**src/rtl/keypad_interface_pkg.sv**
```systemverilog
// keypad_interface_pkg
//   Shared definitions for the keypad scanner: FSM state encoding, hex key
//   code constants, default divider/debounce settings and small row-pattern
//   helpers used by the scanner FSM.
`timescale 1ns/1ps
package keypad_interface_pkg;

  typedef enum logic [1:0] {
    SCAN     = 2'd0,
    DEBOUNCE = 2'd1,
    HELD     = 2'd2,
    RELEASE  = 2'd3
  } kp_state_e;

  localparam int SCAN_DIV_DEF       = 2048;
  localparam int DEBOUNCE_TICKS_DEF = 16;

  localparam logic [3:0] KEY_0 = 4'h0, KEY_1 = 4'h1, KEY_2 = 4'h2, KEY_3 = 4'h3;
  localparam logic [3:0] KEY_4 = 4'h4, KEY_5 = 4'h5, KEY_6 = 4'h6, KEY_7 = 4'h7;
  localparam logic [3:0] KEY_8 = 4'h8, KEY_9 = 4'h9, KEY_A = 4'hA, KEY_B = 4'hB;
  localparam logic [3:0] KEY_C = 4'hC, KEY_D = 4'hD, KEY_E = 4'hE, KEY_F = 4'hF;

  // exactly one row line pulled low
  function automatic logic row_valid(input logic [3:0] r);
    return $countones(~r) == 1;
  endfunction

  // index of the low row line (only meaningful when row_valid)
  function automatic logic [1:0] row_index(input logic [3:0] r);
    logic [1:0] idx;
    idx = '0;
    for (int i = 0; i < 4; i++)
      if (!r[i]) idx = 2'(i);
    return idx;
  endfunction

endpackage

```
**src/rtl/keypad_interface_decode.sv**
```systemverilog
// keypad_decode
//   Combinational map from matrix position to hex key code.
//   rowIdx : row of the pressed key (0..3)
//   colIdx : column of the pressed key (0..3)
//   hex    : key code
`timescale 1ns/1ps
module keypad_decode
  import keypad_interface_pkg::*;
(
  input  logic [1:0] rowIdx,
  input  logic [1:0] colIdx,
  output logic [3:0] hex
);

  always_comb begin
    hex = KEY_0;
    case ({rowIdx, colIdx})
      4'h0: hex = KEY_1;
      4'h1: hex = KEY_2;
      4'h2: hex = KEY_3;
      4'h3: hex = KEY_A;
      4'h4: hex = KEY_4;
      4'h5: hex = KEY_5;
      4'h6: hex = KEY_6;
      4'h7: hex = KEY_B;
      4'h8: hex = KEY_7;
      4'h9: hex = KEY_8;
      4'hA: hex = KEY_9;
      4'hB: hex = KEY_C;
      4'hC: hex = KEY_0;
      4'hD: hex = KEY_F;
      4'hE: hex = KEY_E;
      4'hF: hex = KEY_D;
      default: hex = KEY_0;
    endcase
  end

endmodule

```
**src/rtl/keypad_interface.sv**
```systemverilog
// keypad_interface
//   Scans a 4x4 active-low matrix keypad and reports one debounced key code
//   per physical press.
//   clk5    : 5 MHz system clock
//   reset   : synchronous, active-high
//   row     : keypad rows, active low, asynchronous
//   col     : column drive, one-hot active low
//   keycode : last accepted key, held until the next press
//   newkey  : one-cycle pulse when keycode updates
//   keyDown : high while the accepted key is still held
`timescale 1ns/1ps
module keypad_interface
  import keypad_interface_pkg::*;
#(
  parameter int SCAN_DIV       = SCAN_DIV_DEF,
  parameter int DEBOUNCE_TICKS = DEBOUNCE_TICKS_DEF
) (
  input  logic       clk5,
  input  logic       reset,
  input  logic [3:0] row,
  output logic [3:0] col,
  output logic [3:0] keycode,
  output logic       newkey,
  output logic       keyDown
);

  localparam int DW = (SCAN_DIV > 2) ? $clog2(SCAN_DIV) : 1;
  localparam int CW = (DEBOUNCE_TICKS > 2) ? $clog2(DEBOUNCE_TICKS) : 1;
  // counters compare one short of the target because the entry tick
  // (detection / first high tick) already counts as tick 1
  localparam logic [CW-1:0] CNT_LAST = CW'(DEBOUNCE_TICKS - 2);
  localparam logic [DW-1:0] DIV_LAST = DW'(SCAN_DIV - 1);

  logic [DW-1:0] divCnt;
  logic          tick;
  logic [3:0]    rowM, rowS;
  kp_state_e     state;
  logic [1:0]    colIdx, rowIdx;
  logic [CW-1:0] debCnt, relCnt;
  logic [3:0]    decHex;

  // scan tick divider
  always_ff @(posedge clk5) begin
    if (reset) begin
      divCnt <= '0;
      tick   <= 1'b0;
    end else begin
      tick   <= (divCnt == DIV_LAST);
      divCnt <= (divCnt == DIV_LAST) ? '0 : divCnt + 1'b1;
    end
  end

  // row synchroniser
  always_ff @(posedge clk5) begin
    if (reset) begin
      rowM <= 4'hF;
      rowS <= 4'hF;
    end else begin
      rowM <= row;
      rowS <= rowM;
    end
  end

  keypad_decode u_dec (
    .rowIdx (rowIdx),
    .colIdx (colIdx),
    .hex    (decHex)
  );

  assign col = ~(4'b0001 << colIdx);

  always_ff @(posedge clk5) begin
    if (reset) begin
      state   <= SCAN;
      colIdx  <= '0;
      rowIdx  <= '0;
      debCnt  <= '0;
      relCnt  <= '0;
      keycode <= KEY_0;
      newkey  <= 1'b0;
      keyDown <= 1'b0;
    end else begin
      newkey <= 1'b0;
      if (tick) begin
        case (state)
          SCAN: begin
            if (row_valid(rowS)) begin
              rowIdx <= row_index(rowS);
              debCnt <= '0;
              state  <= DEBOUNCE;
            end else begin
              colIdx <= colIdx + 1'b1;
            end
          end
          DEBOUNCE: begin
            if (rowS == ~(4'b0001 << rowIdx)) begin
              if (debCnt == CNT_LAST) begin
                state   <= HELD;
                keycode <= decHex;
                newkey  <= 1'b1;
                keyDown <= 1'b1;
              end else begin
                debCnt <= debCnt + 1'b1;
              end
            end else begin
              state  <= SCAN;
              colIdx <= colIdx + 1'b1;
            end
          end
          HELD: begin
            // no auto-repeat: stay here until the rows go quiet
            if (rowS == 4'hF) begin
              relCnt <= '0;
              state  <= RELEASE;
            end
          end
          RELEASE: begin
            if (rowS != 4'hF) begin
              state <= HELD;
            end else if (relCnt == CNT_LAST) begin
              keyDown <= 1'b0;
              colIdx  <= colIdx + 1'b1;
              state   <= SCAN;
            end else begin
              relCnt <= relCnt + 1'b1;
            end
          end
          default: state <= SCAN;
        endcase
      end
    end
  end

endmodule

```
**config.mk**
```make
export PLATFORM = sky130hd
export DESIGN_NAME = keypad_interface
export DESIGN_NICKNAME = d
export VERILOG_FILES = /design/src/rtl/keypad_interface_pkg.sv /design/src/rtl/keypad_interface_decode.sv /design/src/rtl/keypad_interface.sv
export SDC_FILE = /design/constraint.sdc
export NUM_CORES = 1
export LEC_CHECK = 0
export CORE_AREA = 5 5 104 57
export DETAILED_ROUTE_END_ITERATION = 6
export DIE_AREA = 0 0 109 62
export SYNTH_ARGS = -nofsm -noshare
export SYNTH_HDL_FRONTEND = slang
export SYNTH_HIERARCHICAL = 1
export SYNTH_SLANG_ARGS = --single-unit
```
**constraint.sdc**
```tcl
create_clock -name clk5 -period 3.12 [get_ports clk5]
set_input_delay 0.936 -clock clk5 [delete_from_list [all_inputs] [get_ports clk5]]
set_output_delay 0.936 -clock clk5 [all_outputs]
set_load 0.005 [all_outputs]
```
After elaboration in Yosys (flattened, before gate mapping)
Memory sizes are Yosys's and may differ from the RTL's. A register that Yosys moved wholly into a read port is not among the register bits.
Index checks and enable logic that the tools add are counted.
{"block": "word_totals", "regBits": 36, "rom_bits": 64, "output_inout_bits": 10, "mem_count": 1}
{"name": "(name not given)", "depth": 16, "width": 4, "rd": 1, "rd_clocked_by_memory_dff": 1, "write_ports": 0, "line_no": "keypad_interface_decode.sv:17", "source": "case ({rowIdx, colIdx})"}
{"block": "classes", "add_sub_neg": 7, "eq_ne": 22, "shifts": 2, "n_mux": 29, "n_bitwise": 6, "n_reduce_logical": 14}
{"cell": "2-bit 2-to-1 mux", "count": 12}
{"cell": "4-bit 2-to-1 mux", "count": 6}
{"cell": "2-bit inequality test, second input constant", "count": 10}
{"cell": "4-bit case mux with 2 select lines", "count": 2}
{"cell": "5-bit AND reduction", "count": 3}
{"cell": "4-bit equality test, second input constant", "count": 3}
{"cell": "4-bit NOT", "count": 3}
{"cell": "6-bit AND reduction", "count": 2}
{"cell": "11-bit by 1-bit adder with 11-bit output, second input constant", "count": 1}
{"cell": "11-bit equality test, second input constant", "count": 1}
{"cell": "4-bit by 1-bit adder with 4-bit output, second input constant", "count": 2}
{"cell": "2-bit case mux with 4 select lines", "count": 1}
{"cell": "1-bit by 2-bit left shift with 4-bit output, first input constant", "count": 2}
{"cell": "1-bit 2-to-1 mux", "count": 6}
{"cell": "3-bit inequality test, second input constant", "count": 2}
{"cell": "2-bit case mux with 3 select lines", "count": 1}
{"cell": "2-bit nonzero test", "count": 3}
{"cell": "1-bit by 1-bit adder with 2-bit output", "count": 2}
{"cell": "2-bit equality test, second input constant", "count": 2}
{"cell": "4-bit equality test", "count": 1}
{"cell": "4-bit inequality test, second input constant", "count": 1}
{"cell": "4-bit AND reduction", "count": 1}
{"cell": "4-bit OR reduction", "count": 1}
{"cell": "2-bit by 2-bit adder with 3-bit output", "count": 1}
{"cell": "9 further kinds", "count": 11}

Depth between registers and ports, before layout
{"block": "depth", "ltp_word": 6, "depth_mapped": 9}

Cells and area by module
Netlist, hierarchy kept.
{"module": "keypad_interface", "instances": 1, "cells_each": 228, "area_per_inst_um2": 2025.7}
{"module": "keypad_decode", "instances": 1, "cells_each": 14, "area_per_inst_um2": 126.4}

Worst setup path before layout
No wires, ideal clock.
{"block": "synth_path", "kind": "register to register", "startpoint": "register rowS[0]", "endpoint": "register state[0]", "t_arrival_ps": 2353, "required_ps": 3049, "path_slack_ps": 697, "stages_incl_launch_ff": 10, "path_buffers": 0, "path_cell_list": "dfxtp_1 > fa_1 > inv_1 > ha_1 > ha_1 > nor3b_1 > o21a_1 > o211ai_1 > or3_1 > a21oi_1"}
{"block": "synth_between", "elab_chain_len": 6, "word_cells_on_any_way": 15}
{"item": "from (decl)", "line_no": "keypad_interface.sv:36", "source": "logic [3:0] rowM, rowS;"}
{"item": "from (signal assigned)", "line_no": "keypad_interface.sv:60", "source": "rowS <= rowM;"}
{"item": "4-bit NOT", "line_no": "keypad_interface_pkg.sv:25", "source": "return $countones(~r) == 1;"}
{"item": "1-bit by 1-bit adder with 2-bit output (implied by the code)", "line_no": "keypad_interface_pkg.sv:25"}
{"item": "2-bit by 2-bit adder with 3-bit output (implied by the code)", "line_no": "keypad_interface_pkg.sv:25"}
{"item": "3-bit by 1-bit equality test with 1-bit output", "line_no": "keypad_interface_pkg.sv:25"}
{"item": "2-bit inequality test (no line)"}
{"item": "5-bit AND reduction (no line)"}
{"item": "to (signal assigned)", "line_no": "keypad_interface.sv:74", "source": "state <= SCAN;"}
{"item": "to (signal assigned)", "line_no": "keypad_interface.sv:90", "source": "state <= DEBOUNCE;"}
{"item": "to (signal assigned)", "line_no": "keypad_interface.sv:98", "source": "state <= HELD;"}
{"item": "to (decl)", "line_no": "keypad_interface.sv:37", "source": "kp_state_e state;"}
Parallel ways exist; a longest one is shown, timed or not.
A chain may end at the register's enable or synchronous reset.

Worst setup path after layout
Same ends and word-level chain as after synthesis.

==> results_dict.tcl <==
set metrics [dict create \
    yosysMostFrequentCell "dfxtp_1" \
    drt-total-wl_mm 3.95 \
    yosys_warnings 6 \
    status "complete, no violations" \
    synth-seq-cells 40 \
    numPortBuffers 15 \
    cp_data_required_time_ns 3.34 \
    internal_power_w 0.000803 \
    viasPerCell 4.94 \
    core-area_sq_um 4840 \
    grtUsageTotal_pct 13.3 \
    power_leakage_nw 1.04 \
    switching_share_pct 21.0 \
    powerDensity_nw_per_um2 405 \
    vdd_drop_max_v 0.000235 \
    cp-endpoint "state[0]" \
    dp_cells 324 \
    period_minus_slack_ns 2.66 \
    wl_per_cell_um 11.9 \
    yosysTopAreaCellShare_pct 37.2 \
    cp-end-kind "flop" \
    antenna_cells 0 \
    synth-simple-area-share_pct 23.4 \
    seq_power_share_pct 51.7 \
    reg2reg_depth 9 \
    grt_setup_unrepaired "no" \
    setup_viol 0 \
    whs_ns 0.415 \
    first_global_vias 1600 \
    power_frac_comb_pct 4.6 \
    rrSetupSlack_ns 0.46 \
    cts_sinks 40 \
    syn_area_sq_um 2150 \
    tightestPinTransition_ns 0.446 \
    cts.htree.levels 2 \
    yosysSeqAreaShare_pct 37.2 \
    clk_pin_slew_ns 0.08 \
    netlist_instances 242 \
    ys_types 50 \
    synthTopCellsByCount "40 x dfxtp_1, 27 x nor2_1, 21 x ha_1, 21 x inv_1, 15 x nand2_1" \
    synth_xor_area_share_pct 4.07 \
    async_reset_ff_share_pct 0 \
    yosys.area.top_type "dfxtp_1" \
    final_util_pct 51.8 \
    synth_edf_count 0 \
    cap_violations 0 \
    dp_hpwl_mm 2.95 \
    power.total_w 0.00102 \
    synthMuxAreaShare_pct 4.83 \
    drv_slew 0 \
    cts_resized 0 \
    max_slew_margin_pct 70.2 \
    via_count 1641 \
    die_x_um 109 \
    final.setup_skew_ns 0.00557 \
    drc 0 \
    cts_buffers 5 \
    placementRows 18 \
    area_growth_pct 16.5 \
    grt_pass1_wl_mm 7.00 \
    hp-class "reg2reg" \
    clkLatencyLatePin_ns 0.29 \
    startpoint "rowS[0]" \
    firstDrtPassIters 5 \
    postCtsHoldBufs 0 \
    ys.flop_type "dfxtp_1" \
    critPathMaxFanout 6 \
    fmax_mhz 377 \
    clkPwrFrac_pct 43.7 \
    gp_congestion 0.817 \
    hold_viol 0 \
    die_area_sq_um 6760 \
    worstSetupStartpointType "flop" \
    antenna_found_initial 0 \
    synth_nets 270 \
    io_pins 16 \
    clockRootBuffer "clkbuf_8" \
    synth_adder_area_share_pct 13.1 \
    die_h_um 62 \
    cp_data_arrival_time_ns 2.88 \
    r2r_end "state[0]" \
    grt_max_degree 22 \
    p_sw_w 0.000213 \
    period_share_pct 85.1 \
    cts_tree "built" \
    path_class "reg2reg" \
    clockBufferDepth 2 \
    synthTopCellsByArea "dfxtp_1 37%, ha_1 12%, nor2_1 4.7%" \
    post-cts-setup-buffers 0 \
    syn_avg_cell_area_sq_um 8.89 \
    first_iter_violations 50 \
    overflow 0 \
    synth_compound_area_share_pct 12.8 \
    fin_tns_setup_ns 0 \
    final_cell_count_no_fill 332 \
    postRouteAntennaNets 0 \
    synth_top_family_by_area "simple AND/OR/NAND/NOR gates" \
    r2r_start "rowS[0]" \
    drive_above_1_share_pct 11.1 \
    layout.nets 289 \
    start_util_pct 44.4 \
]
## power groups by stage
stage	clock, W	combinational, W	sequential (W)
after floorplan	0	0.0000325	0.000536
after global routing	0.000482	0.0000536	0.000527
final	0.000444	0.0000468	0.000525
after global placement	0	0.0000461	0.000537
after detailed placement	0	0.0000473	0.000538
after CTS	0.000460	0.0000478	0.000525
## stage by stage
stage | setup slack, ns | instance area (sq um)
2_1_floorplan | 0.697 | 2150
3_3_place_gp | 0.574 | 2390
3_5_place_dp | 0.491 | 2390
4_1_cts | 0.449 | 2510
5_1_grt | 0.268 | 2510
6_report | 0.465 | 2510
## critical path: stages, from the launching register on
cell and delay (ns):
dfxtp_1 0.37, fa_1 0.55, inv_1 0.04, ha_1 0.17
ha_1 0.27, nor3b_1 0.27, o21a_1 0.25, o211ai_1 0.17
or3_1 0.37, a21oi_1 0.13
## cell usage in the layout, fill, tap and decap left out, types with 3 or more instances in the layout
master            n
a21oi_1          13
and3_1            4
and4_1            3
clkbuf_8          6
clkdlybuf4s50_1  15
dfxtp_1          40
ha_1             21
inv_1            21
mux2i_1           7
nand2_1          15
nand2b_1          6
nand3_1           9
nor2_1           27
nor3_1            4
o21ai_0           6
o21ai_1           3
or2_2             9
or4_1             3
xnor2_1           5
xor2_1            5
## logic make-up (layout without fill, tap and decap cells)
family	after synthesis	in the layout
AO/OA/AOI/OAI	40	40
buffers and inverters	26	46
adder cells (fa/ha/maj)	22	22
XOR/XNOR	10	10
flip-flops	40	40
AND/OR/NAND/NOR	95	95
multiplexers	9	9
## final cells by class
type | count | area [sq um]
Fill cell | 461 | 2330
Multi-Input combinational cell | 176 | 1250
Sequential cell | 40 | 801
Timing Repair Buffer | 17 | 165
Tap cell | 70 | 87.6
Clock buffer | 6 | 82.6
Inverter | 21 | 78.8
Clock inverter | 2 | 38.8
## per-layer routing
| metal | vias to the layer above | wire, um | GRT usage (%) |
|---|---|---|---|
| met5 | - | 0 | 0 |
| met1 | 761 | 2000 | 16.1 |
| met4 | 0 | 19 | 3.24 |
| met3 | 4 | 113 | 3.82 |
| met2 | 13 | 1810 | 24.0 |
| li1 | 863 | - | - |
## registers in the layout, summed over array words and instances, names as in the netlist, 4 cells and up
signal	cells
rowS	4
keycode	4
rowM	4
relCnt	4
divCnt	11
debCnt	4
## how the worst min path moves through the flow
stage,start,to,slack (ns),depth (start not counted)
final,rowM[2],rowS[2],0.41,1
after global routing,rowM[0],rowS[0],0.45,1
after CTS,rowM[1],rowS[1],0.42,1
after detailed placement,rowM[2],rowS[2],0.40,1
after global placement,rowM[1],rowS[1],0.39,1
after floorplan,rowM[0],rowS[0],0.39,1
(Power assumes the default switching activity.)
